### src/rtl/mantissa_align_add_2.sv
// Two-stage mantissa alignment and signed-magnitude add.
// Stage 1 right-shifts both significands onto the common exponent. Each shifted
// significand carries two extra low bits, guard and sticky, and every bit shifted
// out is folded into the sticky bit.
// Stage 2 adds or subtracts the aligned magnitudes according to the operand signs.
// Both stages use valid/ready handshakes. in_ready is combinational, so a full
// pipeline can accept an input on the same cycle that it emits a result.
//
// Ports:
//   clk, rst_n         rising-edge clock, asynchronous active-low reset
//   in_valid/in_ready  input handshake
//   input_sign         operand signs, bit i = operand i (1 = negative)
//   input_sig          significands including hidden bit, slice i = operand i
//   max_exp            common exponent, passed through to out_exp
//   exp_offset_num     per-operand right-shift amount, slice i = operand i
//   out_valid/out_ready output handshake
//   sum_sign           result sign (0 for a zero result)
//   sum_mag            {carry, significand, guard, sticky}
//   out_exp            max_exp captured with the same input transfer
module mantissa_align_add_2 #(
  parameter int unsigned expWidth = 3,
  parameter int unsigned sigWidth = 5
) (
  input  logic                    clk,
  input  logic                    rst_n,
  input  logic                    in_valid,
  output logic                    in_ready,
  input  logic [1:0]              input_sign,
  input  logic [2*sigWidth-1:0]   input_sig,
  input  logic [expWidth-1:0]     max_exp,
  input  logic [2*expWidth-1:0]   exp_offset_num,
  output logic                    out_valid,
  input  logic                    out_ready,
  output logic                    sum_sign,
  output logic [sigWidth+2:0]     sum_mag,
  output logic [expWidth-1:0]     out_exp
);

  localparam int unsigned ExtW = sigWidth + 2;
  localparam int unsigned SumW = sigWidth + 3;

  // Append the guard and sticky positions, then shift right.
  // Bits shifted out are ORed into bit 0.
  // Shifting by ExtW or more leaves only the sticky bit, which is set
  // when the significand is non-zero.
  function automatic logic [ExtW-1:0] align(input logic [sigWidth-1:0] sig,
                                            input logic [expWidth-1:0] off);
    logic [ExtW-1:0] ext;
    logic [ExtW-1:0] mask;
    logic [ExtW-1:0] res;
    ext  = {sig, 2'b00};
    mask = ~({ExtW{1'b1}} << off);
    if (32'(off) >= ExtW) begin
      res = {{(ExtW-1){1'b0}}, |ext};
    end else begin
      res = (ext >> off) | {{(ExtW-1){1'b0}}, |(ext & mask)};
    end
    return res;
  endfunction

  logic                s1_valid;
  logic [ExtW-1:0]     s1_a0;
  logic [ExtW-1:0]     s1_a1;
  logic [1:0]          s1_sign;
  logic [expWidth-1:0] s1_exp;

  logic            s2_adv;
  logic [ExtW-1:0] a0_in;
  logic [ExtW-1:0] a1_in;
  logic [SumW-1:0] a0x;
  logic [SumW-1:0] a1x;
  logic [SumW-1:0] sum_d;
  logic            sign_d;

  assign s2_adv   = !out_valid || out_ready;
  // Hold off new inputs while reset is asserted.
  assign in_ready = rst_n && (!s1_valid || s2_adv);

  always_comb begin
    a0_in = align(input_sig[0 +: sigWidth], exp_offset_num[0 +: expWidth]);
    a1_in = align(input_sig[sigWidth +: sigWidth], exp_offset_num[expWidth +: expWidth]);
  end

  always_comb begin
    a0x    = {1'b0, s1_a0};
    a1x    = {1'b0, s1_a1};
    sum_d  = '0;
    sign_d = 1'b0;
    if (s1_sign[0] == s1_sign[1]) begin
      sum_d  = a0x + a1x;
      sign_d = s1_sign[0];
    end else if (a0x >= a1x) begin
      sum_d  = a0x - a1x;
      sign_d = s1_sign[0];
    end else begin
      sum_d  = a1x - a0x;
      sign_d = s1_sign[1];
    end
    // Exact cancellation, or two zero operands, always gives +0.
    if (sum_d == '0) begin
      sign_d = 1'b0;
    end
  end

  always_ff @(posedge clk or negedge rst_n) begin
    if (!rst_n) begin
      s1_valid <= 1'b0;
      s1_a0    <= '0;
      s1_a1    <= '0;
      s1_sign  <= '0;
      s1_exp   <= '0;
    end else if (in_ready) begin
      s1_valid <= in_valid;
      if (in_valid) begin
        s1_a0   <= a0_in;
        s1_a1   <= a1_in;
        s1_sign <= input_sign;
        s1_exp  <= max_exp;
      end
    end
  end

  always_ff @(posedge clk or negedge rst_n) begin
    if (!rst_n) begin
      out_valid <= 1'b0;
      sum_sign  <= 1'b0;
      sum_mag   <= '0;
      out_exp   <= '0;
    end else if (s2_adv) begin
      out_valid <= s1_valid;
      // Load data only with a valid result, so the outputs hold steady.
      if (s1_valid) begin
        sum_sign <= sign_d;
        sum_mag  <= sum_d;
        out_exp  <= s1_exp;
      end
    end
  end

endmodule

### config.mk
export PLATFORM = sky130hd
export DESIGN_NAME = mantissa_align_add_2
export DESIGN_NICKNAME = d
export VERILOG_FILES = /design/src/rtl/mantissa_align_add_2.sv
export SDC_FILE = /design/constraint.sdc
export NUM_CORES = 1
export LEC_CHECK = 0
export ABC_AREA = 0
export BUFFER_PORTS_ARGS = -buffer_cell sky130_fd_sc_hd__buf_4
export CORE_AREA = 2 2 75 77
export CTS_CLUSTER_DIAMETER = 100
export DETAILED_ROUTE_END_ITERATION = 7
export DIE_AREA = 0 0 77 79
export PLACE_DENSITY = 0.77
export SYNTH_ARGS = -nofsm -noshare
export SYNTH_HDL_FRONTEND = slang
export SYNTH_SLANG_ARGS = --single-unit
export TNS_END_PERCENT = 50
### constraint.sdc
create_clock -name clk -period 2.6 [get_ports clk]
set_input_delay 0.39 -clock clk [delete_from_list [all_inputs] [get_ports clk]]
set_output_delay 0.39 -clock clk [all_outputs]
set_load 0.05 [all_outputs]
# Yosys cells after proc, flatten, opt, wreduce, memory -nomap -nowiden
# Cells that the tools add are included.
[classes]
eq_ne = 1
mux = 7
shift = 4
bitwise = 6
addsub = 3
n_reduce_logical = 12
n_lt_le_gt_ge = 3
[op_table]
columns = ["op", "n"]
rows = [
  ["2-to-1 mux 8 bit", 2],
  ["subtractor 7 x 7 -> 8 bit", 2],
  ["AND 7 bit", 2],
  ["2-to-1 mux 7 bit", 2],
  ["inverter 7 bit", 2],
  ["bitwise OR 7 x 1 -> 7 bit", 2],
  ["OR reduction 7 bit", 2],
  ["left shift 7 x 3 -> 7 bit (first input constant)", 2],
  [">> shifter 7 x 3 -> 7 bit", 2],
  ["OR reduction 5 bit", 2],
  ["adder 7 x 7 -> 8 bit", 1],
  ["logical NOT 8 bit", 1],
  [">= comparator 7 bit", 1],
  [">= comparator 3 bit (second input constant)", 2],
  ["AND reduction 2 bit", 2],
  ["2-to-1 mux 1 bit", 3],
  ["logical NOT 1 bit", 2],
  ["logical OR 1 bit", 2],
  ["equality test 1 bit", 1],
  ["logical AND 1 bit", 1],
]
[word_totals]
input_bits = 25
wordCells = 45
ff_bits = 33
out_inout_bits = 14

# Depth between registers and ports, before layout
[logic_depth]
depth_word = 6
ltp_mapped = 11
depth_no_buf = 11

# Least setup slack after synthesis
# OpenSTA, ideal clock, no wires.
[synth_path]
kind = "register to register"
from = "register s1_a0[0]"
to = "register sum_sign"
period_less_slack_ps = 2813
path_slack_ps = -213
setup_ps = 124
stages_incl_launch_ff = 12
arrival_ps = 2689
n_path_buf = 0
t_required_ps = 2476
cell_sequence = "dfrtp_1 -> inv_1 -> ha_1 -> inv_1 -> fa_1 -> a21o_4 -> a2111oi_4 -> nor2_2 -> a2111o_1 -> a31oi_1 -> o2111ai_1 -> o31a_1"
[synth_via]
elab_chain_len = 5
elab_cells_between_ends = 10
classes_between = "add/sub (3); order compare (1); mux (5); reduce/logical (1)"
[synth_rtl]
columns = ["element", "line", "text"]
rows = [
  ["start, declared", "62", "logic [ExtW-1:0] s1_a0;"],
  ["start signal, assigned", "115", "s1_a0 <= a0_in;"],
  ["subtractor 7 x 7 -> 8 bit (tied with other cells)", "96", "sum_d = a1x - a0x;"],
  ["2-to-1 mux 8 bit", "92", "end else if (a0x >= a1x) begin"],
  ["2-to-1 mux 8 bit", "89", "if (s1_sign[0] == s1_sign[1]) begin"],
  ["logical NOT 8 bit", "100", "if (sum_d == '0) begin"],
  ["2-to-1 mux 1 bit *", "100", ""],
  ["end signal, assigned", "133", "sum_sign <= sign_d;"],
  ["end, declared", "34", "output logic sum_sign,"],
]
# Mark *: on every way between the ends. The rest lies on a longest branch, timed or not.
# A chain may end at the register's enable or synchronous reset.

# Worst setup path after layout
# Same ends and word-level chain as after synthesis.

==> run_results.csv <==
group,metric,value,unit
sta,hold_ws,130,ps
final_layout,drive_above_1_share,0.326,
synth,yosysWarnings,0,
sta,timing.final.crit_share,1.06,
synth,synth_top_area_frac,0.308,
synth,synth_fp_nets,350,
final_layout,nFillCells,474,
synth,synth-seq-cells,33,
sta,slew_headroom,0.613,
clock_network,cts_sinks,33,
synth,yosysTopAreaCell,"dfrtp_1",
setup_path,r2r_setup_slack,-150,ps
final_layout,area_growth,28.2,%
clock_network,insertion_delay,290,ps
floorplan,start_util,0.502,
placement,gp_congestion,0.960,
floorplan,core_area,5340,um2
drt,totalWireLength,6.82,mm
placement,io_buffers,38,
sta,finalSetupViolCount,3,
synth,syn_area_per_cell,8.91,um2
setup_path,required,2780,ps
setup_path,path_class,"flop to flop",
clock_network,cts_hold_buf,0,
setup_path,crit_arrival,2930,ps
final_layout,diodes,0,
clock_network,htree_levels,2,
clock_network,clkTransAtPathRegs,70,ps
sta,hold_viol_final,0,
job,cap_violations,0,
clock_network,cts_tree,"done",
clock_network,cts_root_buffer,"clkbuf_8",
run_status,outcome,"complete, but fails checks",
global_routing,grt_util_all_layers,0.229,
global_routing,grt-ovfl-total,0,
synth,ys_async_sr_fraction,1.00,
drt,routedWlPerCell,15.5,um
sta,setup_slack,-154,ps
placement,hpwl,5.26,mm
synth,syn-cell-area,2680,um2
sta,slew_viol_final,0,
placement,place_ws,-188,ps
floorplan,chipHeight,79,um
drt,drt_first_pass_iters,4,
power,ir_worst_vdd,0.000568,V
synth,synthCells,301,
setup_path,critPathMaxFanout,3,
global_routing,antenna_found_initial,0,
global_routing,grt_max_degree,34,
final_layout,nNetsFinal,417,
setup_path,worstSetupStartpointType,"flop",
global_routing,grt_pass1_vias,2400,
drt,drc,0,
floorplan,ios,39,
global_routing,grt_pass1_wl,11.2,mm
sta,worst_clock_skew,11.0,ps
setup_path,cp-end-kind,"flop",
synth,ys_top_cells_by_area,"dfrtp_1 31%, ha_1 9.8%, mux2_2 6.3%",
clock_network,ctsLongestPathBuffers,2,
hold_path,worstHoldPathType,"input pin to asynchronous set/reset pin",
drt,avgViaCountPerCell,5.87,
run_status,violations,"setup timing",
sta,tightest_slew,577,ps
floorplan,fp.dieW,77,um
drt,dr.first_iter.drc_count,173,
sta,period_needed,2750,ps
sta,fmax,363,MHz
floorplan,die_area,6080,um2
sta,grt_setup_unrepaired,"yes",
drt,vias,2582,
drt,antenna_left,0,
power,power_density,928,nW/um2
power,leakage,1.60,nW
synth,ys_types,58,
clock_network,cts_made_buffers,5,
synth,synthFlopType,"dfrtp_1",
synth,synth.yosys.seq_area_share,0.308,
synth,synth_enable_flop_cells,0,
floorplan,rows,27,
==> final timing paths <==
check / start / to / depth (start not counted)
setup / recovery: s1_a0[0] / sum_sign / 11
hold / removal: rst_n / sum_mag[7] / 2
setup reg to reg: s1_a0[0] / sum_sign / 11
hold reg to reg: sum_mag[6] / sum_mag[6] / 2
max in group asynchronous: rst_n / s1_a0[1] / 2
min in group clk: max_exp[1] / s1_exp[1] / 2
==> routing by layer <==
metal / GRT usage / share of wire / wire length (um) / vias up
met5: 0 / 0 / 0 / -
met4: 0.0893 / 0.021 / 142 / 0
met3: 0.0341 / 0.060 / 411 / 13
met2: 0.387 / 0.48 / 3290 / 113
met1: 0.297 / 0.44 / 2970 / 1229
li1: - / - / - / 1227
==> sequential cells by signal, summed over array words and instances (netlist names) <==
| register | flops |
|---|---|
| out_exp | 3 |
| out_valid | 1 |
| s1_a0 | 7 |
| s1_a1 | 7 |
| s1_exp | 3 |
| s1_sign | 2 |
| s1_valid | 1 |
| sum_mag | 8 |
| sum_sign | 1 |
==> synthesized netlist by cell type (4+ instances only) <==
master / number
a211oi_1: 5
a21oi_1: 12
and2_1: 4
clkbuf_1: 17
dfrtp_1: 33
ha_1: 21
inv_1: 22
mux2_2: 15
mux2i_1: 8
nand2_1: 32
nor2_1: 18
nor2b_1: 4
nor3_1: 6
o21a_1: 6
o21ai_0: 15
o31ai_1: 9
==> repair_timing <==
item,in CTS,in global routing
pin swaps,2,1
endpoints found under the setup margin,4,7
gates resized for setup,1,10
setup buffers,1,2
==> logic make-up after synthesis <==
kind of cell | share of synthesized area
simple gates | 0.164
compound gates | 0.241
xor+xnor | 0.0131
mux | 0.0929
fa+ha+maj | 0.120
flops | 0.308
buf+inv | 0.0607
==> worst max-delay path, cell delays in order (launching register included) <==
cell,delay (ps)
dfrtp_1,370
inv_1,60
ha_2,180
inv_2,40
fa_2,340
a21o_4,220
a2111oi_4,380
o21a_1,230
mux2i_1,230
mux2i_1,140
xnor2_2,170
o31a_1,280
==> final cells by class <==
cell class	instances	area [um2]	share of cell area
Multi-Input combinational cell	227	1740	0.506
Sequential cell	33	827	0.241
Timing Repair Buffer	79	593	0.173
Tap cell	72	90.1	0.0262
Inverter	22	82.6	0.0240
Clock buffer	5	68.8	0.0200
Clock inverter	2	35.0	0.0102
==> placed cells by master, fill, tap and decap left out, types with 4 or more instances in the layout <==
cell,n
a211oi_1,5
a21oi_1,12
and2_1,4
buf_4,79
clkbuf_8,5
dfrtp_1,32
ha_1,20
inv_1,21
mux2_2,14
mux2i_1,8
nand2_1,32
nor2_1,18
nor2b_1,4
nor3_1,6
o21a_1,6
o21ai_0,15
o31ai_1,8
==> where the power goes <==
part / switching, mW / internal, mW / total, mW
Sequential: 0.0879 / 0.654 / 0.742
Combinational: 1.11 / 0.863 / 1.98
Clock: 0.191 / 0.279 / 0.469
Total: 1.39 / 1.80 / 3.19
==> per-stage QoR <==
step	std cells	cell area, um2	TNS (ps)	utilization	power (mW)
global route	440	3440	-765	0.644	3.38
floorplan	301	2680	-167	-	1.94
detailed placement	430	3260	-545	0.612	2.62
global placement	430	3260	-248	0.612	2.58
CTS	438	3380	-379	0.632	3.10
finish	440	3440	-370	0.644	3.19
No activity file was read; power rests on OpenSTA's default activity.
